## config.mk

```make
export PLATFORM = sky130hd
export DESIGN_NAME = fetch_pc_unit_flat
export DESIGN_NICKNAME = d
export VERILOG_FILES = /design/src/rtl/pc_pkg.sv /design/src/rtl/fetch_pc_unit_if.sv /design/src/rtl/pc_ras.sv /design/src/rtl/fetch_pc_unit.sv /design/src/flat_wrapper.sv
export SDC_FILE = /design/constraint.sdc
export NUM_CORES = 1
export LEC_CHECK = 0
export ABC_AREA = 0
export BUFFER_PORTS_ARGS = -buffer_cell sky130_fd_sc_hd__buf_2
export CAP_MARGIN = 20
export CORE_ASPECT_RATIO = 0.7
export CORE_MARGIN = 1
export CORE_UTILIZATION = 49
export DETAILED_ROUTE_END_ITERATION = 10
export PLACE_DENSITY = 0.95
export SLEW_MARGIN = 20
export SYNTH_ARGS = -nofsm -noshare
export SYNTH_HDL_FRONTEND = slang
export SYNTH_HIERARCHICAL = 1
export SYNTH_SLANG_ARGS = --single-unit
export TNS_END_PERCENT = 1
```

## constraint.sdc

```tcl
create_clock -name clk -period 5.9 [get_ports clk]
set_input_delay 0.295 -clock clk [delete_from_list [all_inputs] [get_ports clk]]
set_output_delay 0.295 -clock clk [all_outputs]
set_load 0.005 [all_outputs]
```

## src/rtl/pc_pkg.sv

```systemverilog
// Shared constants for the fetch PC unit: exception codes, default vectors and
// the legal instruction-memory window.
package pc_pkg;

  localparam logic [3:0]  EXC_NONE        = 4'd0;
  localparam logic [3:0]  EXC_ADEL        = 4'd4;

  localparam logic [31:0] DEF_RESET_VEC   = 32'h0000_3000;
  localparam logic [31:0] DEF_HANDLER_VEC = 32'h0000_4180;
  localparam logic [31:0] DEF_IMEM_LO     = 32'h0000_3000;
  localparam logic [31:0] DEF_IMEM_HI     = 32'h0000_6ffc;
  localparam int          DEF_RAS_DEPTH   = 4;

endpackage

```

## src/rtl/fetch_pc_unit_if.sv

```systemverilog
// Fetch PC unit bundle: redirect/stack controls toward the unit (master drives),
// registered PC, fetch exception and predicted return address back (slave drives).
interface fetch_pc_unit_if #(
  parameter int XLEN = 32
);

  logic            en;
  logic            req;
  logic            eret;
  logic [XLEN-1:0] epc;
  logic            redirect;
  logic [XLEN-1:0] redirect_pc;
  logic            call_push;
  logic            ret_pop;

  logic [XLEN-1:0] current_pc;
  logic [3:0]      exc;
  logic [XLEN-1:0] ras_top;
  logic            ras_valid;

  modport master (
    output en, req, eret, epc, redirect, redirect_pc, call_push, ret_pop,
    input  current_pc, exc, ras_top, ras_valid
  );

  modport slave (
    input  en, req, eret, epc, redirect, redirect_pc, call_push, ret_pop,
    output current_pc, exc, ras_top, ras_valid
  );

endinterface

```

## src/rtl/pc_ras.sv

```systemverilog
// Circular return-address stack. Push when full overwrites the oldest entry;
// flush clears the occupancy only, entry storage is left as is.
module pc_ras #(
  parameter int XLEN      = 32,
  parameter int RAS_DEPTH = 4
) (
  input  logic            clk,
  input  logic            reset,
  input  logic            flush,
  input  logic            push,
  input  logic            pop,
  input  logic [XLEN-1:0] push_addr,
  output logic [XLEN-1:0] ras_top,
  output logic            ras_valid
);

  localparam int          PW   = $clog2(RAS_DEPTH);
  localparam logic [PW:0] FULL = (PW+1)'(RAS_DEPTH);

  logic [XLEN-1:0] entries [RAS_DEPTH];
  logic [PW-1:0]   top_ptr;
  logic [PW-1:0]   wr_ptr;
  logic [PW:0]     count;
  logic            replace;

  // Push+pop rewrites the current top in place; a plain push lands one slot above.
  assign replace = push && pop;
  assign wr_ptr  = replace ? top_ptr : top_ptr + PW'(1);

  always_ff @(posedge clk) begin
    if (!reset) begin
      top_ptr <= '0;
      count   <= '0;
    end else if (flush) begin
      count <= '0;
    end else if (push && !pop) begin
      top_ptr <= wr_ptr;
      if (count != FULL) count <= count + (PW+1)'(1);
    end else if (pop && !push && count != '0) begin
      top_ptr <= top_ptr - PW'(1);
      count   <= count - (PW+1)'(1);
    end
  end

  always_ff @(posedge clk) begin
    if (reset && !flush && push) entries[wr_ptr] <= push_addr;
  end

  assign ras_valid = (count != '0);
  assign ras_top   = ras_valid ? entries[top_ptr] : '0;

endmodule

```

## src/rtl/fetch_pc_unit.sv

```systemverilog
// Fetch PC register with prioritised next-PC selection and fetch address check.
// Define FETCH_PC_RAS_EN to build in the return-address stack (pc_ras).
module fetch_pc_unit
  import pc_pkg::*;
#(
  parameter int              XLEN        = 32,
  parameter logic [XLEN-1:0] RESET_VEC   = XLEN'(DEF_RESET_VEC),
  parameter logic [XLEN-1:0] HANDLER_VEC = XLEN'(DEF_HANDLER_VEC),
  parameter logic [XLEN-1:0] IMEM_LO     = XLEN'(DEF_IMEM_LO),
  parameter logic [XLEN-1:0] IMEM_HI     = XLEN'(DEF_IMEM_HI),
  parameter int              RAS_DEPTH   = DEF_RAS_DEPTH
) (
  input  logic           clk,
  input  logic           reset,
  fetch_pc_unit_if.slave bus
);

  if (RAS_DEPTH < 2 || RAS_DEPTH > 16 || (RAS_DEPTH & (RAS_DEPTH - 1)) != 0) begin : g_bad_depth
    $error("RAS_DEPTH must be a power of two in 2..16");
  end

  logic [XLEN-1:0] pc_q;
  logic [XLEN-1:0] pc_next;

  // Exception entry and return bypass the stall; redirect and advance do not.
  always_comb begin
    pc_next = pc_q;
    if (bus.req)                     pc_next = HANDLER_VEC;
    else if (bus.eret)               pc_next = bus.epc;
    else if (bus.en && bus.redirect) pc_next = bus.redirect_pc;
    else if (bus.en)                 pc_next = pc_q + XLEN'(4);
  end

  always_ff @(posedge clk) begin
    if (!reset) pc_q <= RESET_VEC;
    else        pc_q <= pc_next;
  end

  assign bus.current_pc = pc_q;
  assign bus.exc = (pc_q < IMEM_LO || pc_q > IMEM_HI || pc_q[1:0] != 2'b00) ? EXC_ADEL : EXC_NONE;

`ifdef FETCH_PC_RAS_EN
  logic stack_ok;

  assign stack_ok = bus.en && !bus.req && !bus.eret;

  pc_ras #(
    .XLEN      (XLEN),
    .RAS_DEPTH (RAS_DEPTH)
  ) u_ras (
    .clk       (clk),
    .reset     (reset),
    .flush     (bus.req),
    .push      (bus.call_push && stack_ok),
    .pop       (bus.ret_pop && stack_ok),
    .push_addr (pc_q + XLEN'(8)),
    .ras_top   (bus.ras_top),
    .ras_valid (bus.ras_valid)
  );
`else
  assign bus.ras_top   = '0;
  assign bus.ras_valid = 1'b0;
`endif

endmodule

```

## src/flat_wrapper.sv

```systemverilog
// flat-port wrapper written by rule: the top's interface ports become plain ports
module fetch_pc_unit_flat import pc_pkg::*;
#(
  parameter int              XLEN        = 32,
  parameter logic [XLEN-1:0] RESET_VEC   = XLEN'(DEF_RESET_VEC),
  parameter logic [XLEN-1:0] HANDLER_VEC = XLEN'(DEF_HANDLER_VEC),
  parameter logic [XLEN-1:0] IMEM_LO     = XLEN'(DEF_IMEM_LO),
  parameter logic [XLEN-1:0] IMEM_HI     = XLEN'(DEF_IMEM_HI),
  parameter int              RAS_DEPTH   = DEF_RAS_DEPTH
)
  (clk, reset, bus_en, bus_req, bus_eret, bus_epc, bus_redirect, bus_redirect_pc, bus_call_push, bus_ret_pop, bus_current_pc, bus_exc, bus_ras_top, bus_ras_valid);
  fetch_pc_unit_if #(.XLEN(XLEN)) bus_i ();
  input  logic clk;
  input  logic reset;
  input wire logic [$bits(bus_i.en)-1:0] bus_en;
  input wire logic [$bits(bus_i.req)-1:0] bus_req;
  input wire logic [$bits(bus_i.eret)-1:0] bus_eret;
  input wire logic [$bits(bus_i.epc)-1:0] bus_epc;
  input wire logic [$bits(bus_i.redirect)-1:0] bus_redirect;
  input wire logic [$bits(bus_i.redirect_pc)-1:0] bus_redirect_pc;
  input wire logic [$bits(bus_i.call_push)-1:0] bus_call_push;
  input wire logic [$bits(bus_i.ret_pop)-1:0] bus_ret_pop;
  output wire logic [$bits(bus_i.current_pc)-1:0] bus_current_pc;
  output wire logic [$bits(bus_i.exc)-1:0] bus_exc;
  output wire logic [$bits(bus_i.ras_top)-1:0] bus_ras_top;
  output wire logic [$bits(bus_i.ras_valid)-1:0] bus_ras_valid;
  assign bus_i.en = bus_en;
  assign bus_i.req = bus_req;
  assign bus_i.eret = bus_eret;
  assign bus_i.epc = bus_epc;
  assign bus_i.redirect = bus_redirect;
  assign bus_i.redirect_pc = bus_redirect_pc;
  assign bus_i.call_push = bus_call_push;
  assign bus_i.ret_pop = bus_ret_pop;
  assign bus_current_pc = bus_i.current_pc;
  assign bus_exc = bus_i.exc;
  assign bus_ras_top = bus_i.ras_top;
  assign bus_ras_valid = bus_i.ras_valid;
  fetch_pc_unit #(.XLEN(XLEN), .RESET_VEC(RESET_VEC), .HANDLER_VEC(HANDLER_VEC), .IMEM_LO(IMEM_LO), .IMEM_HI(IMEM_HI), .RAS_DEPTH(RAS_DEPTH)) u_core (.clk(clk), .reset(reset), .bus(bus_i));
endmodule
```

# ---- Yosys cells after proc, flatten, opt, wreduce, memory -nomap -nowiden
# Index checks and enable logic that the tools add are counted.
dict set report op_classes {
  n_addsub 1
  magnitude_cmp 2
  muxes 5
  n_bitwise 1
  reduce_logical 7
}
# cell n
set op_table {}
lappend op_table {{$mux W32} 3}
lappend op_table {{$add A32 B3 Y32 const B} 1}
lappend op_table {{$gt A32 B15 Y1 const B} 1}
lappend op_table {{$lt A32 B14 Y1 const B} 1}
lappend op_table {{$mux W15} 1}
lappend op_table {{$reduce_bool A4 Y1} 1}
lappend op_table {{$mux W3} 1}
lappend op_table {{$reduce_bool A3 Y1} 1}
lappend op_table {{$logic_or A1 B1 Y1} 2}
lappend op_table {{$reduce_bool A2 Y1} 1}
lappend op_table {{$reduce_or A2 Y1} 1}
lappend op_table {{$logic_and A1 B1 Y1} 1}
lappend op_table {{$not A1 Y1} 1}
dict set report word_totals {
  ff_bits 32
  inputBits 72
  out_inout_bits 69
  wordCells 18
}

# ---- Longest topological paths before layout
dict set report logic_depth {
  ltp_word 5
  mapped_depth 8
}

# ---- Worst setup path after synthesis
# OpenSTA, ideal clock, no wires.
dict set report synth_path {
  kind {register to register}
  from {reg u_core.pc_q[14] (netlist: u_core/bus.current_pc[14])}
  to {reg u_core.pc_q[22] (netlist: u_core/bus.current_pc[22])}
  setup_ns 0.071
  arrival_ns 1.954
  required_ns 5.829
  setup_slack_ns 3.875
  stages_incl_launch_ff 7
  synth_period_minus_slack_ns 2.025
  path_cell_list {dfxtp_1 -> buf_2 -> nand4_2 -> or4_4 -> or3_1 -> a311o_1 -> a21oi_1}
}
dict set report synth_between {
  elab_chain_len 4
}
# item line
set synth_lines {}
lappend synth_lines {{from (decl)} fetch_pc_unit.sv:22} ;# logic [XLEN-1:0] pc_q;
lappend synth_lines {{from (signal assigned)} fetch_pc_unit.sv:36} ;# else pc_q <= pc_next;
lappend synth_lines {{$add A32 B3 Y32} fetch_pc_unit.sv:31} ;# else if (bus.en) pc_next = pc_q + XLEN'(4);
lappend synth_lines {{$mux W32} fetch_pc_unit.sv:31}
lappend synth_lines {{$mux W32} fetch_pc_unit.sv:30} ;# else if (bus.en && bus.redirect) pc_next = bus.redirect_pc;
lappend synth_lines {{$mux W32} fetch_pc_unit.sv:29} ;# else if (bus.eret) pc_next = bus.epc;
# No other way between the ends. The select of a mux whose other input is x is not followed.
# A chain may end at the register's enable or synchronous reset.

# ---- Worst setup path in the final report
dict set report layout_path {
  from {reg u_core.pc_q[7] (netlist: u_core/bus.current_pc[7])}
  to {reg u_core.pc_q[25] (netlist: u_core/bus.current_pc[25])}
}
# The elaborated chain is that of the path after synthesis.

==> flow_metrics.tcl <==
set metrics [dict create \
    area_growth_pct 18.66 \
    leakage_nw 1.401 \
    timing.critical_path.from "u_core/bus.current_pc[7]" \
    ys_ff_latch 32 \
    maxCapViolCount 0 \
    h-tree-depth 2 \
    fp.dieH_um 63.68 \
    insertion_delay_ns 0.29 \
    rows 22 \
    dp_cells 525 \
    holdWs_ns 0.2280 \
    drcViolationCount 0 \
    initial_core_util 0.5091 \
    grt_pass1_vias 2718 \
    setup_violations 0 \
    cts_buffer_depth 2 \
    layout_setup_ws_ns 3.454 \
    nets 534 \
    viasPerCell 6.058 \
    firstDrtPassIters 6 \
    synth_async_sr_flop_share 0 \
    path_class "reg2reg" \
    cts.clk_slew.worst_paths_ns 0.07 \
    yosysUniqueCellTypes 46 \
    final_util 0.6041 \
    place_ws_ns 3.352 \
    ir_worst_vdd_uv 121.4 \
    syn_area_mm2 0.002663 \
    clock-sinks 32 \
    hold_start "reset" \
    rsz0062_at_grt "false" \
    skew_ns 0.006283 \
    postCtsHoldBufs 0 \
    hold_class "in2reg" \
    antenna_found_initial 0 \
    dieArea_mm2 0.005737 \
    die_w_um 90.11 \
    dp_hpwl_mm 5.689 \
    yosys_most_used_dff "dfxtp_1" \
    detail-route-antenna-nets 0 \
    syn_inst 377 \
    setup-tns-final_ns 0 \
    gr-total-overflow 0 \
    drive_above_1_share 0.2619 \
    synth_edf_count 0 \
    worstMarginPinSlew_ns 0.9175 \
    min_period_over_period 0.4145 \
    io_buffers 102 \
    required_ns 6.13 \
    io_pins 141 \
    cts_setup_buffers 0 \
    antenna_cells 0 \
    drtIter0Drc 360 \
    final_area_mm2 0.003159 \
    fillers 496 \
    grt_max_degree 66 \
    largest_reg_flops 30 \
    grt_first_pass_wirelength_mm 13.10 \
    syn_avg_cell_area_um2 7.062 \
    crit_fanout 10 \
    clock.fmax_mhz 408.9 \
    cp.arrival_ns 2.68 \
    cts_buffers 5 \
    min_period_ns 2.446 \
    wl_per_cell_um 15.48 \
    ctsResizeCount 0 \
    wirelength_mm 8.267 \
    finalNonFillerCells 534 \
    ff_latch_area_um2 640.6 \
    r2r_start "u_core/bus.current_pc[7]" \
    synth_warnings 6 \
    finalHoldViolCount 0 \
    slew_viol_final 0 \
    p_per_area_mw_per_mm2 175.3 \
    seq_area_frac_synth 0.2406 \
    core_mm2 0.005230 \
    status "finished, final reports clean" \
    cts_root_buf "clkbuf_8" \
    endpoint_kind "register" \
    placed_area_mm2 0.003033 \
    slew_headroom 0.3860 \
    gp_congestion 0.8739 \
    tritoncts "built" \
    multi_input_area_mm2 0.001760 \
    vias 3235 \
    grt_usage 0.2827 \
    total_power_mw 0.5538 \
    critPathLaunchType "register" \
]
==> report_power, final <==
part | internal (mW) | leakage (nW) | switching [mW]
combinational | 0.0567 | 1.09 | 0.0719
clock | 0.0931 | 0.0510 | 0.0889
sequential | 0.226 | 0.262 | 0.0176
total | 0.375 | 1.40 | 0.178
==> critical path, stage by stage, from the launching register on <==
cell and delay, ns:
dfxtp_1 0.46, nand4_1 0.31, or4_4 0.54, nor3_2 0.60
a21oi_1 0.17, and4b_1 0.29
==> synthesized netlist by cell type, drive strengths merged, types with 2 or more instances <==
master,count,area [µm²]
a211oi,6,45.04
a21oi,30,150.1
a221oi,6,52.55
a311o,2,20.02
a311oi,3,26.28
a31o,3,26.28
a31oi,4,25.02
and2,2,12.51
and3,8,50.05
and4,3,26.28
and4b,3,30.03
buf,42,294.0
clkbuf,20,75.07
dfxtp,32,640.6
inv,8,30.03
mux2i,3,30.03
nand2,38,142.6
nand2b,4,25.02
nand3,12,60.06
nand3b,4,30.03
nand4,13,87.58
nor2,28,105.1
nor2b,6,37.54
nor3,11,60.06
nor3b,9,67.56
nor4,8,56.30
o21ai,27,135.1
o221ai,6,52.55
o22ai,14,87.58
or3,3,18.77
or4,2,18.77
xnor2,5,43.79
xor2,5,43.79
==> area by class of cell <==
cell class,count,area share
sequential,32,0.2028
tap,72,0.02851
clock inverter,2,0.003168
inverter,8,0.009505
timing repair buffer,104,0.1727
clock buffer,6,0.02614
multi-input combinational,310,0.5572
==> path summary, 6_finish.rpt <==
path | end | slack, ns | cells past startpoint
max | u_core/bus.current_pc[25] | 3.45 | 5
min | u_core/bus.current_pc[13] | 0.23 | 2
max reg2reg | u_core/bus.current_pc[25] | 3.45 | 5
min reg2reg | u_core/bus.current_pc[30] | 0.61 | 2
==> layout by cell type, fill, tap and decap left out, types with 6 or more instances in the layout <==
cell / count
nor4_1: 6
conb_1: 36
buf_2: 102
a221oi_1: 6
nand3_1: 12
nor3_1: 10
o221ai_1: 6
nand4_1: 12
o22ai_1: 14
o21ai_0: 27
nand2_1: 38
nor3b_1: 9
a21oi_1: 30
clkbuf_8: 6
dfxtp_1: 32
and3_1: 8
inv_1: 8
nor2b_1: 6
nor2_1: 28
a211oi_1: 6
==> per-layer routing <==
metal / vias to the layer above / routed length (µm) / GRT usage
li1: 1481 / - / -
met5: - / 0 / 0
met1: 1518 / 3558 / 0.3848
met3: 17 / 900 / 0.06159
met2: 219 / 3688 / 0.4408
met4: 0 / 121 / 0.09677
==> cells by family (layout without fill, tap and decap cells) <==
family          Yosys count  count (layout)  share of synthesized area
xor+xnor                 10              10                    0.03289
compound gates          105             105                     0.2458
flops                    32              32                     0.2406
simple gates            155             155                     0.3134
buf+inv                  70             120                     0.1499
mux                       3               3                    0.01128
other cells               1              36                   0.001408
fa+ha+maj                 1               1                   0.004698
No activity file was read; power rests on OpenSTA's default activity.
